$ cat src/rtl/nand_reduce_seq_pkg.sv
// Shared definitions for the chunked tree-NAND sequencer: FSM encodings and
// parameter legality helpers.
package nand_reduce_seq_pkg;

   typedef enum logic [1:0] {
      NRS_IDLE = 2'd0,
      NRS_RUN  = 2'd1,
      NRS_DONE = 2'd2
   } nrs_state_e;

   function automatic bit is_pow2(input int unsigned v);
      return (v != 32'd0) && ((v & (v - 32'd1)) == 32'd0);
   endfunction

   // Counter width; a single chunk still needs a one-bit counter.
   function automatic int unsigned clog2_min1(input int unsigned v);
      return (v <= 32'd1) ? 32'd1 : $clog2(v);
   endfunction

endpackage

$ cat src/rtl/nand_reduce_seq_if.sv
// Operand/result handshake bundle between producer/consumer and the sequencer.
interface nand_reduce_seq_if #(
   parameter int unsigned WIDTH  = 64,
   parameter int unsigned CHUNKS = 4
);
   logic              i_valid;
   logic [WIDTH-1:0]  i_data;
   logic              o_ready;
   logic              o_valid;
   logic              o_nand;
   logic [CHUNKS-1:0] o_chunks;
   logic              i_ready;

   modport slave (
      input  i_valid, i_data, i_ready,
      output o_ready, o_valid, o_nand, o_chunks
   );

   modport master (
      output i_valid, i_data, i_ready,
      input  o_ready, o_valid, o_nand, o_chunks
   );
endinterface

$ cat src/rtl/nand_reduce_seq_tree_nand.sv
// Balanced binary NAND tree: each level NANDs adjacent pairs; a one-bit tree
// is a pass-through.
module tree_nand #(
   parameter int unsigned W = 16
) (
   input  logic [W-1:0] i_data,
   output logic         o_nand
);

   generate
      if (W == 32'd1) begin : g_pass
         assign o_nand = i_data[0];
      end else begin : g_tree
         localparam int unsigned LEVELS = $clog2(W);
         logic [W-1:0] lvl_s;

         // In-place level reduction; slot k of a level only reads slots 2k, 2k+1.
         always_comb begin
            lvl_s = i_data;
            for (int l = 0; l < int'(LEVELS); l++) begin
               for (int k = 0; k < int'(W / 32'd2); k++) begin
                  lvl_s[k] = ~(lvl_s[2*k] & lvl_s[2*k+1]);
               end
            end
            o_nand = lvl_s[0];
         end
      end
   endgenerate

endmodule

$ cat src/rtl/nand_reduce_seq.sv
// Time-multiplexed tree-NAND: evaluates one SLICE-wide chunk per cycle, then
// combines the chunk results through a CHUNKS-wide tree.
module nand_reduce_seq
   import nand_reduce_seq_pkg::*;
#(
   parameter  int unsigned WIDTH  = 64,
   parameter  int unsigned SLICE  = 16,
   localparam int unsigned CHUNKS = WIDTH / SLICE,
   localparam int unsigned CW     = clog2_min1(CHUNKS)
) (
   input  logic              i_clk,
   input  logic              i_reset_n,
   nand_reduce_seq_if.slave  bus
);

   generate
      if (!(is_pow2(WIDTH) && (WIDTH >= 32'd2) && is_pow2(SLICE) && (SLICE <= WIDTH))) begin : g_bad_params
         $error("nand_reduce_seq: illegal WIDTH/SLICE combination");
      end
   endgenerate

   nrs_state_e        state_q, state_d;
   logic [WIDTH-1:0]  data_q, data_d;
   logic [CW-1:0]     cnt_q, cnt_d;
   logic [CHUNKS-1:0] chunks_q, chunks_d;
   logic              nand_q, nand_d;

   logic [SLICE-1:0]  slice_in_s;
   logic [CHUNKS-1:0] comb_in_s;
   logic              slice_s;
   logic              comb_s;
   logic              last_s;

   assign slice_in_s = data_q[int'(cnt_q) * int'(SLICE) +: SLICE];
   assign last_s     = (cnt_q == CW'(CHUNKS - 32'd1));

   tree_nand #(.W(SLICE))  u_slice (.i_data(slice_in_s), .o_nand(slice_s));
   tree_nand #(.W(CHUNKS)) u_comb  (.i_data(comb_in_s),  .o_nand(comb_s));

   // Chunk vector with the in-flight slice result merged at position cnt.
   always_comb begin
      comb_in_s = chunks_q;
      for (int k = 0; k < int'(CHUNKS); k++) begin
         if (cnt_q == CW'(k)) begin
            comb_in_s[k] = slice_s;
         end else begin
            comb_in_s[k] = chunks_q[k];
         end
      end
   end

   // Next-state and datapath update for the IDLE/RUN/DONE sequencer.
   always_comb begin
      state_d  = state_q;
      data_d   = data_q;
      cnt_d    = cnt_q;
      chunks_d = chunks_q;
      nand_d   = nand_q;
      case (state_q)
         NRS_IDLE: begin
            if (bus.i_valid) begin
               data_d   = bus.i_data;
               cnt_d    = {CW{1'b0}};
               chunks_d = {CHUNKS{1'b0}};
               state_d  = NRS_RUN;
            end else begin
               state_d  = NRS_IDLE;
            end
         end
         NRS_RUN: begin
            chunks_d = comb_in_s;
            if (last_s) begin
               nand_d  = comb_s;
               cnt_d   = {CW{1'b0}};
               state_d = NRS_DONE;
            end else begin
               cnt_d   = cnt_q + CW'(1);
               state_d = NRS_RUN;
            end
         end
         NRS_DONE: begin
            if (bus.i_ready) begin
               state_d = NRS_IDLE;
            end else begin
               state_d = NRS_DONE;
            end
         end
         default: begin
            state_d = NRS_IDLE;
         end
      endcase
   end

   // State and datapath registers.
   always_ff @(posedge i_clk or negedge i_reset_n) begin
      if (!i_reset_n) begin
         state_q  <= NRS_IDLE;
         data_q   <= {WIDTH{1'b0}};
         cnt_q    <= {CW{1'b0}};
         chunks_q <= {CHUNKS{1'b0}};
         nand_q   <= 1'b0;
      end else begin
         state_q  <= state_d;
         data_q   <= data_d;
         cnt_q    <= cnt_d;
         chunks_q <= chunks_d;
         nand_q   <= nand_d;
      end
   end

   assign bus.o_ready  = (state_q == NRS_IDLE);
   assign bus.o_valid  = (state_q == NRS_DONE);
   assign bus.o_nand   = nand_q;
   assign bus.o_chunks = chunks_q;

endmodule
$ cat src/flat_wrapper.sv
// flat-port wrapper written by rule: the top's interface ports become plain ports
module nand_reduce_seq_flat import nand_reduce_seq_pkg::*;
#(
   parameter  int unsigned WIDTH  = 64,
   parameter  int unsigned SLICE  = 16,
   localparam int unsigned CHUNKS = WIDTH / SLICE,
   localparam int unsigned CW     = clog2_min1(CHUNKS)
)
  (i_clk, i_reset_n, bus_i_valid, bus_i_data, bus_i_ready, bus_o_ready, bus_o_valid, bus_o_nand, bus_o_chunks);
  nand_reduce_seq_if #(.WIDTH(WIDTH)) bus_i ();
  input  logic i_clk;
  input  logic i_reset_n;
  input wire logic [$bits(bus_i.i_valid)-1:0] bus_i_valid;
  input wire logic [$bits(bus_i.i_data)-1:0] bus_i_data;
  input wire logic [$bits(bus_i.i_ready)-1:0] bus_i_ready;
  output wire logic [$bits(bus_i.o_ready)-1:0] bus_o_ready;
  output wire logic [$bits(bus_i.o_valid)-1:0] bus_o_valid;
  output wire logic [$bits(bus_i.o_nand)-1:0] bus_o_nand;
  output wire logic [$bits(bus_i.o_chunks)-1:0] bus_o_chunks;
  assign bus_i.i_valid = bus_i_valid;
  assign bus_i.i_data = bus_i_data;
  assign bus_i.i_ready = bus_i_ready;
  assign bus_o_ready = bus_i.o_ready;
  assign bus_o_valid = bus_i.o_valid;
  assign bus_o_nand = bus_i.o_nand;
  assign bus_o_chunks = bus_i.o_chunks;
  nand_reduce_seq #(.WIDTH(WIDTH), .SLICE(SLICE)) u_core (.i_clk(i_clk), .i_reset_n(i_reset_n), .bus(bus_i));
endmodule
$ cat config.mk
export PLATFORM = sky130hd
export DESIGN_NAME = nand_reduce_seq_flat
export DESIGN_NICKNAME = d
export VERILOG_FILES = /design/src/rtl/nand_reduce_seq_pkg.sv /design/src/rtl/nand_reduce_seq_if.sv /design/src/rtl/nand_reduce_seq_tree_nand.sv /design/src/rtl/nand_reduce_seq.sv /design/src/flat_wrapper.sv
export SDC_FILE = /design/constraint.sdc
export NUM_CORES = 1
export LEC_CHECK = 0
export BUFFER_PORTS_ARGS = -buffer_cell sky130_fd_sc_hd__buf_2
export CAP_MARGIN = 10
export CORE_MARGIN = 2
export CORE_UTILIZATION = 40
export CTS_CLUSTER_DIAMETER = 150
export CTS_CLUSTER_SIZE = 20
export DETAILED_ROUTE_END_ITERATION = 7
export GPL_TIMING_DRIVEN = 0
export PLACE_DENSITY = 0.72
export SETUP_SLACK_MARGIN = 0.5
export SLEW_MARGIN = 5
export SYNTH_ARGS = -nofsm -noshare
export SYNTH_HDL_FRONTEND = slang
export SYNTH_SLANG_ARGS = --single-unit
export TNS_END_PERCENT = 20
$ cat constraint.sdc
create_clock -name i_clk -period 4.3 [get_ports i_clk]
set_input_delay 0.86 -clock i_clk [delete_from_list [all_inputs] [get_ports i_clk]]
set_output_delay 0.86 -clock i_clk [all_outputs]
set_load 0.005 [all_outputs]
==> results of run 1 <==
## layout make-up
cell class | count | area (um^2) | share of cell area, %
repair buffers | 75 | 393 | 9.90
clock inverters | 6 | 83.8 | 2.11
plain buffers | 7 | 72.6 | 1.83
multi-input cells | 122 | 1330 | 33.5
inverters | 3 | 11.3 | 0.284
well taps | 102 | 128 | 3.21
clock buffers | 9 | 124 | 3.12
flip-flops and latches | 73 | 1830 | 46.0
## worst min-delay path by stage
| stage | from | endpoint | slack (ns) | cells after the start |
|---|---|---|---|---|
| 2_1_floorplan | u_core.data_q[4]$_DFFE_PN0P_ | u_core.data_q[4]$_DFFE_PN0P_ | 0.48 | 1 |
| 3_3_place_gp | u_core.bus.o_chunks[3]$_DFFE_PN0P_ | u_core.bus.o_chunks[3]$_DFFE_PN0P_ | 0.49 | 1 |
| 3_5_place_dp | u_core.bus.o_chunks[3]$_DFFE_PN0P_ | u_core.bus.o_chunks[3]$_DFFE_PN0P_ | 0.49 | 1 |
| 4_1_cts | i_reset_n | u_core.data_q[28]$_DFFE_PN0P_ | 0.46 | 1 |
| 5_1_grt | i_reset_n | u_core.data_q[28]$_DFFE_PN0P_ | 0.48 | 1 |
| 6_report | i_reset_n | u_core.data_q[28]$_DFFE_PN0P_ | 0.46 | 1 |
## cells in the final DEF, fill, tap and decap left out
cell type,Yosys,layout
a21oi_1,1,1
a22o_1,3,3
a22oi_1,16,16
a311oi_2,1,1
a31o_2,3,3
a31oi_1,1,1
and2_1,1,1
and2_4,1,1
and2b_1,1,1
buf_12,0,1
buf_2,1,74
buf_4,0,1
buf_6,6,6
bufinv_16,0,2
clkbuf_8,0,9
clkinv_2,0,3
clkinv_4,0,1
dfrtp_1,73,73
ha_1,4,4
inv_1,3,3
mux2_2,15,15
mux2_4,49,49
nand2_1,3,3
nand2b_1,1,1
nor2_1,5,5
nor2_2,1,1
nor2b_1,2,2
nor3_1,1,1
nor4bb_1,1,1
o21a_1,2,2
o21ai_0,2,2
o21bai_1,1,1
o221ai_1,1,1
o22a_1,1,1
o22ai_1,3,3
o31a_1,1,1
o31ai_1,1,1
## worst max-delay path, stage by stage (launching register included)
cell	delay [ns]
dfrtp_1	0.46
nand2b_1	0.19
inv_1	0.05
buf_2	0.10
## layer usage
layer  vias to the layer above  wire length (um)  global-route usage (%)
met1                       935              2880                    19.8
li1                        930                 -                       -
met3                         6               344                    5.06
met2                        57              2800                    23.5
met4                         0                63                    4.71
met5                         -                 0                       0
## metrics by stage
step                      area, um^2  hold WS (ns)  util [%]
after detailed placement        3760         0.487      48.2
after floorplan                 3240         0.481         -
after CTS                       3970         0.462      50.8
after global routing            3970         0.478      50.8
after global placement          3740         0.488      47.9
final                           3970         0.458      50.8
## power groups by stage
stage / clock [uW] / sequential (uW) / combinational [uW]
floorplan: 0 / 1200 / 885
global placement: 0 / 1250 / 1070
detailed placement: 0 / 1260 / 1090
CTS: 589 / 1260 / 1100
global route: 623 / 1300 / 1190
finish: 569 / 1250 / 1080
## kinds of logic after synthesis
kind of cell | after synthesis | share of synthesized area, %
flip-flops | 73 | 56.3
multiplexers | 64 | 27.9
AO/OA/AOI/OAI | 37 | 8.76
AND/OR/NAND/NOR | 17 | 2.86
buffers and inverters | 10 | 2.59
adder cells (fa/ha/maj) | 4 | 1.54
## registers in the layout, indices dropped and copies added (netlist names)
name and flops:
u_core.bus.o_chunks 4, u_core.state_q 2, u_core.data_q 64, u_core.cnt_q 2, u_core.bus.o_nand 1
==> metrics.md, run 1 <==
| Metric | Value |
|---|---|
| Rel. slew slack | 69.6% |
| Crit Path Max Fanout | 8 |
| Final Setup Violations | 0 |
| Die H | 94.0 um |
| Synth top cells by count | 73 x dfrtp_1, 49 x mux2_4, 16 x a22oi_1 |
| Cells taking the most area after synthesis | dfrtp_1 56%, mux2_4 23%, mux2_2 5.2% |
| Setup slack, reg-to-reg | 2.73 ns |
| Max-cap violations | 0 |
| Core Area | 0.00781 mm^2 |
| Setup slack after layout | 2.30 ns |
| Flop pwr share | 43.2% |
| Worst Path Arrival | 1.14 ns |
| Place WS | 2.40 ns |
| Gr ovfl total | 0 |
| Top-area cell type share of the netlist area | 56.3% |
| Max VDD drop | 0.000247 V |
| Initial antenna violation count | 0 |
| Inst Count DP | 382 |
| Initial DRT Pass Iterations | 4 |
| Initial Utilization | 41.5% |
| Reg-to-reg startpoint | u_core.data_q[17]$_DFFE_PN0P_ |
| DR iter-0 viols | 77 |
| Layout Skew | 0.00581 ns |
| Total track usage | 15.0% |
| DR vias/cell | 4.86 |
| Vias in the first global route | 2096 |
| Remaining antenna violation count | 0 |
| Port buffer count | 74 |
| Cells after Synth | 205 |
| Clock share of power | 19.6% |
| Sequential fraction of the synthesis area | 56.3% |
| Internal power | 2050 uW |
| DRC viols | 0 |
| Synthesized cell area | 0.00324 mm^2 |
| I/O Pins | 75 |
| Startpoint type of the worst setup path | flip-flop |
| Yosys warnings | 0 |
| Switching power | 852 uW |
| Total length of routed wires | 6.09 mm |
| Synth area leader | dfrtp_1 |
| Post-CTS Setup Inserts | 0 |
| Crit Path Class | reg -> out |
| Post-synth cell types | 31 |
| Setup crit start | u_core.state_q[0]$_DFF_PN0_ |
| Worst reg2reg path endpoint | u_core.bus.o_nand$_DFFE_PN0P_ |
| Die ar. | 0.00884 mm^2 |
| Gate power share | 37.2% |
| Setup crit end | bus_o_valid |
| Leakage | 0.00190 uW |
| Worst-Skew Late Latency | 0.34 ns |
| Power, Total | 2900 uW |
| Non-Filler Instances | 397 |
| Area growth from synthesis to layout | 22.5% |
| Fmax | 500 MHz |
| Syn Nets | 277 |
| Routability cong. | 0.814 |
| CTS Sinks | 73 |
| Status | completed |
| Async SR Flop Fraction | 100% |
| Final min period | 2.00 ns |
| ANT cells | 0 |
| WL/cell | 15.3 um |
| Fin. Hold Viols | 0 |
| Vias | 1928 |
| Main synth FF type | dfrtp_1 |
| First-pass GRT wire length | 10.2 mm |
| Final HPWL DP | 4.42 mm |
| Setup tns final | 0 ns |
| Post-synth EDFFs | 0 |
| Hold buffers post-CTS | 0 |
| H-tree levels | 3 |
| Largest net degree at the start of global routing | 40 |
| CTS Buffer Depth | 2 |
| Final period util | 46.5% |
| Yosys reg bits | 73 |
| Unrepaired setup endpoints after global routing | false |
| Worst Hold Class | in -> async |
| Power Density | 731 mW/mm^2 |
| CTS clk-pin slew, worst paths | 0.08 ns |
| Layout Nets | 363 |
| Req. time, crit path | 3.44 ns |
| Count leader, synth | dfrtp_1 |
| Die Wd | 94.0 um |
| Final Max Tran Viols | 0 |
| Fraction of layout cells with a size suffix above 1 | 56.6% |
| Row count | 32 |
| Post-CTS sizing | 0 |
| CTS tree | yes |
| Fill cell count | 692 |
| Worst R2R Path Depth | 5 |
| Avg Synthesized Cell Area | 15.8 um^2 |
| Worst setup EP type | output pin |
| Actual slew at the worst max-slew pin | 0.456 ns |
| Root buffer cell | clkbuf_8 |
| Switching part of the total power | 29.4% |
| Num CTS Buffers | 9 |
No activity file was read; power rests on OpenSTA's default activity.
==> run 2, diff against run 1 <==
==> constraint.sdc (replaced) <==
create_clock -name i_clk -period 2 [get_ports i_clk]
set_input_delay 0.4 -clock i_clk [delete_from_list [all_inputs] [get_ports i_clk]]
set_output_delay 0.4 -clock i_clk [all_outputs]
set_load 0.005 [all_outputs]
==> run 2 against run 1 <==
  * The flow now finishes with violations (negative hold slack)
  * Cell count up 1.8%
  * Sequential cell count unchanged
  * Die area unchanged
  * Clock skew up 0.0013 ns
  * Global-route usage up 0.20 points
  * Hold slack worse by 0.46 ns
  * Cell area up 4.3%
  * Sequential power up 120%
  * Combinational power up 140%
  * First-iteration DRC count down 30%
  * Via count up 1.6%
  * Sequential share of layout area down 1.8 points
  * Critical endpoint is now u_core.bus.o_nand$_DFFE_PN0P_
  * Largest cell class unchanged
  * Highest routed layer unchanged
==> metrics.md, run 2 (same netlist as run 1, synthesis figures left out) <==
| Metric | Value |
|---|---|
| Startpoint type of the worst setup path | flip-flop |
| First-pass GRT wire length | 10.3 mm |
| Crit Path Class | reg -> reg |
| Power Density | 1600 mW/mm^2 |
| Layout Nets | 370 |
| Area growth from synthesis to layout | 27.7% |
| Req. time, crit path | 2.23 ns |
| Hold_ws | -0.00333 ns |
| I/O Pins | 75 |
| Max-cap violations | 0 |
| Die ar. | 0.00884 mm^2 |
| Violations in the final reports | negative hold slack |
| Final Instance Area | 0.00414 mm^2 |
| H-tree levels | 3 |
| Most frequent cells in the layout | 74 x buf_2, 71 x dfrtp_1, 49 x mux2_4 |
| Total track usage | 15.3% |
| ANT cells | 0 |
| Port buffer count | 74 |
| Crit Path Max Fanout | 5 |
| Unrepaired setup endpoints after global routing | true |
| Routability cong. | 0.814 |
| Total length of routed wires | 6.28 mm |
| Final Setup Violations | 0 |
| Commonest non-fill, non-tap cell in the layout | buf_2 |
| Largest register FFs | 64 |
| Rel. slew slack | 69.7% |
| Vias in the first global route | 2114 |
| Core Area | 0.00781 mm^2 |
| Final Max Tran Viols | 0 |
| Actual slew at the worst max-slew pin | 0.454 ns |
| Die H | 94.0 um |
| CTS Sinks | 73 |
| Initial antenna violation count | 0 |
| Fin. Hold Viols | 1 |
| Worst Path Arrival | 1.80 ns |
| Fmax | 638 MHz |
| Remaining antenna violation count | 0 |
| Final period util | 78.4% |
| DRC viols | 0 |
| Root buffer cell | clkbuf_8 |
| Worst-Skew Late Latency | 0.34 ns |
| CTS tree | yes |
| Final core utilization | 53.0% |
| Leakage | 0.00196 uW |
| DR iter-0 viols | 54 |
| CTS Buffer Depth | 2 |
| Largest net degree at the start of global routing | 40 |
| Worst setup EP type | flip-flop |
| Worst Hold Class | in -> async |
| Worst R2R Path Depth | 6 |
| Status | finished with violations |
| Gr ovfl total | 0 |
| Setup crit end | u_core.bus.o_nand$_DFFE_PN0P_ |
| Final HPWL DP | 4.42 mm |
| Fraction of layout cells with a size suffix above 1 | 63.2% |
| DR vias/cell | 4.85 |
| Setup tns final | 0 ns |
| Setup crit start | u_core.data_q[32]$_DFFE_PN0P_ |
| Placed Area | 0.00376 mm^2 |
| Final min period | 1.57 ns |
| Worst reg2reg path endpoint | u_core.bus.o_nand$_DFFE_PN0P_ |
| Most flop-heavy register | u_core.data_q |
| Num CTS Buffers | 9 |
| Setup slack, reg-to-reg | 0.43 ns |
| WL/cell | 15.6 um |
| Initial Utilization | 41.5% |
| Power, Total | 6620 uW |
| Reg-to-reg startpoint | u_core.data_q[32]$_DFFE_PN0P_ |
| Layout Skew | 0.00708 ns |
| CTS clk-pin slew, worst paths | 0.08 ns |
| Die Wd | 94.0 um |
| Initial DRT Pass Iterations | 4 |
| Vias | 1959 |
| Max VDD drop | 0.000569 V |
| Row count | 32 |
==> run 2: cell count changes in the layout (fill, tap and decap cells not counted), moves of 2 or more <==
cell,before,now
dfrtp_2,0,2
dfrtp_1,73,71
buf_6,6,0
buf_12,1,4
a22oi_2,0,9
buf_4,1,8
o22ai_2,0,2
buf_8,0,3
o22ai_1,3,1
a22oi_1,16,7
==> run 2: area by class of cell <==
cell class                 instances  area (um^2)
inverter                           3         11.3
clock inverter                     6         83.8
multi-input combinational        122         1410
clock buffer                       9          124
tap                              102          128
fill                             671         3670
timing repair buffer              82          445
sequential                        73         1830
buffer                             7          110
==> run 2: metal layers <==
| layer | up-vias | global-route usage, % | wire [um] |
|---|---|---|---|
| met5 | - | 0 | 0 |
| met3 | 6 | 4.98 | 311 |
| met4 | 0 | 4.71 | 60 |
| met2 | 48 | 24.0 | 2940 |
| li1 | 947 | - | - |
| met1 | 958 | 20.0 | 2970 |
==> run 2: report_power, final <==
part / switching, uW / total [uW] / internal [uW]
Combinational: 920 / 2640 / 1720
Clock: 532 / 1220 / 691
Sequential: 524 / 2760 / 2230
==> run 2: worst max-delay path, stage by stage, from the launching register on <==
cell and delay [ns]:
dfrtp_1 0.41, a22oi_2 0.23, o22ai_2 0.14, nor3_2 0.18
a311oi_2 0.06, buf_4 0.17, o31a_1 0.27
==> run 2: how the worst min path moves through the flow <==
stage | from | end
after floorplan | i_reset_n | u_core.bus.o_chunks[0]$_DFFE_PN0P_
final | i_reset_n | u_core.data_q[28]$_DFFE_PN0P_
after global routing | i_reset_n | u_core.data_q[28]$_DFFE_PN0P_
after global placement | u_core.bus.o_chunks[3]$_DFFE_PN0P_ | u_core.bus.o_chunks[3]$_DFFE_PN0P_
after detailed placement | i_reset_n | u_core.data_q[41]$_DFFE_PN0P_
after CTS | i_reset_n | u_core.data_q[28]$_DFFE_PN0P_
==> run 2: stage by stage <==
step	std cells	worst slack, ns
floorplan	205	0.588
global placement	381	0.102
detailed placement	382	0.434
CTS	400	0.438
global route	404	0.368
finish	404	0.432
==> run 2: timing repair <==
| action | 4_1_cts | 5_1_grt |
|---|---|---|
| resized for setup | 13 | 13 |
| hold buffers | 0 | 0 |
| pin swaps | 7 | 5 |
| endpoints found under the setup margin | 56 | 52 |
| buffers inserted | 3 | 4 |
| gates cloned | 0 | 0 |
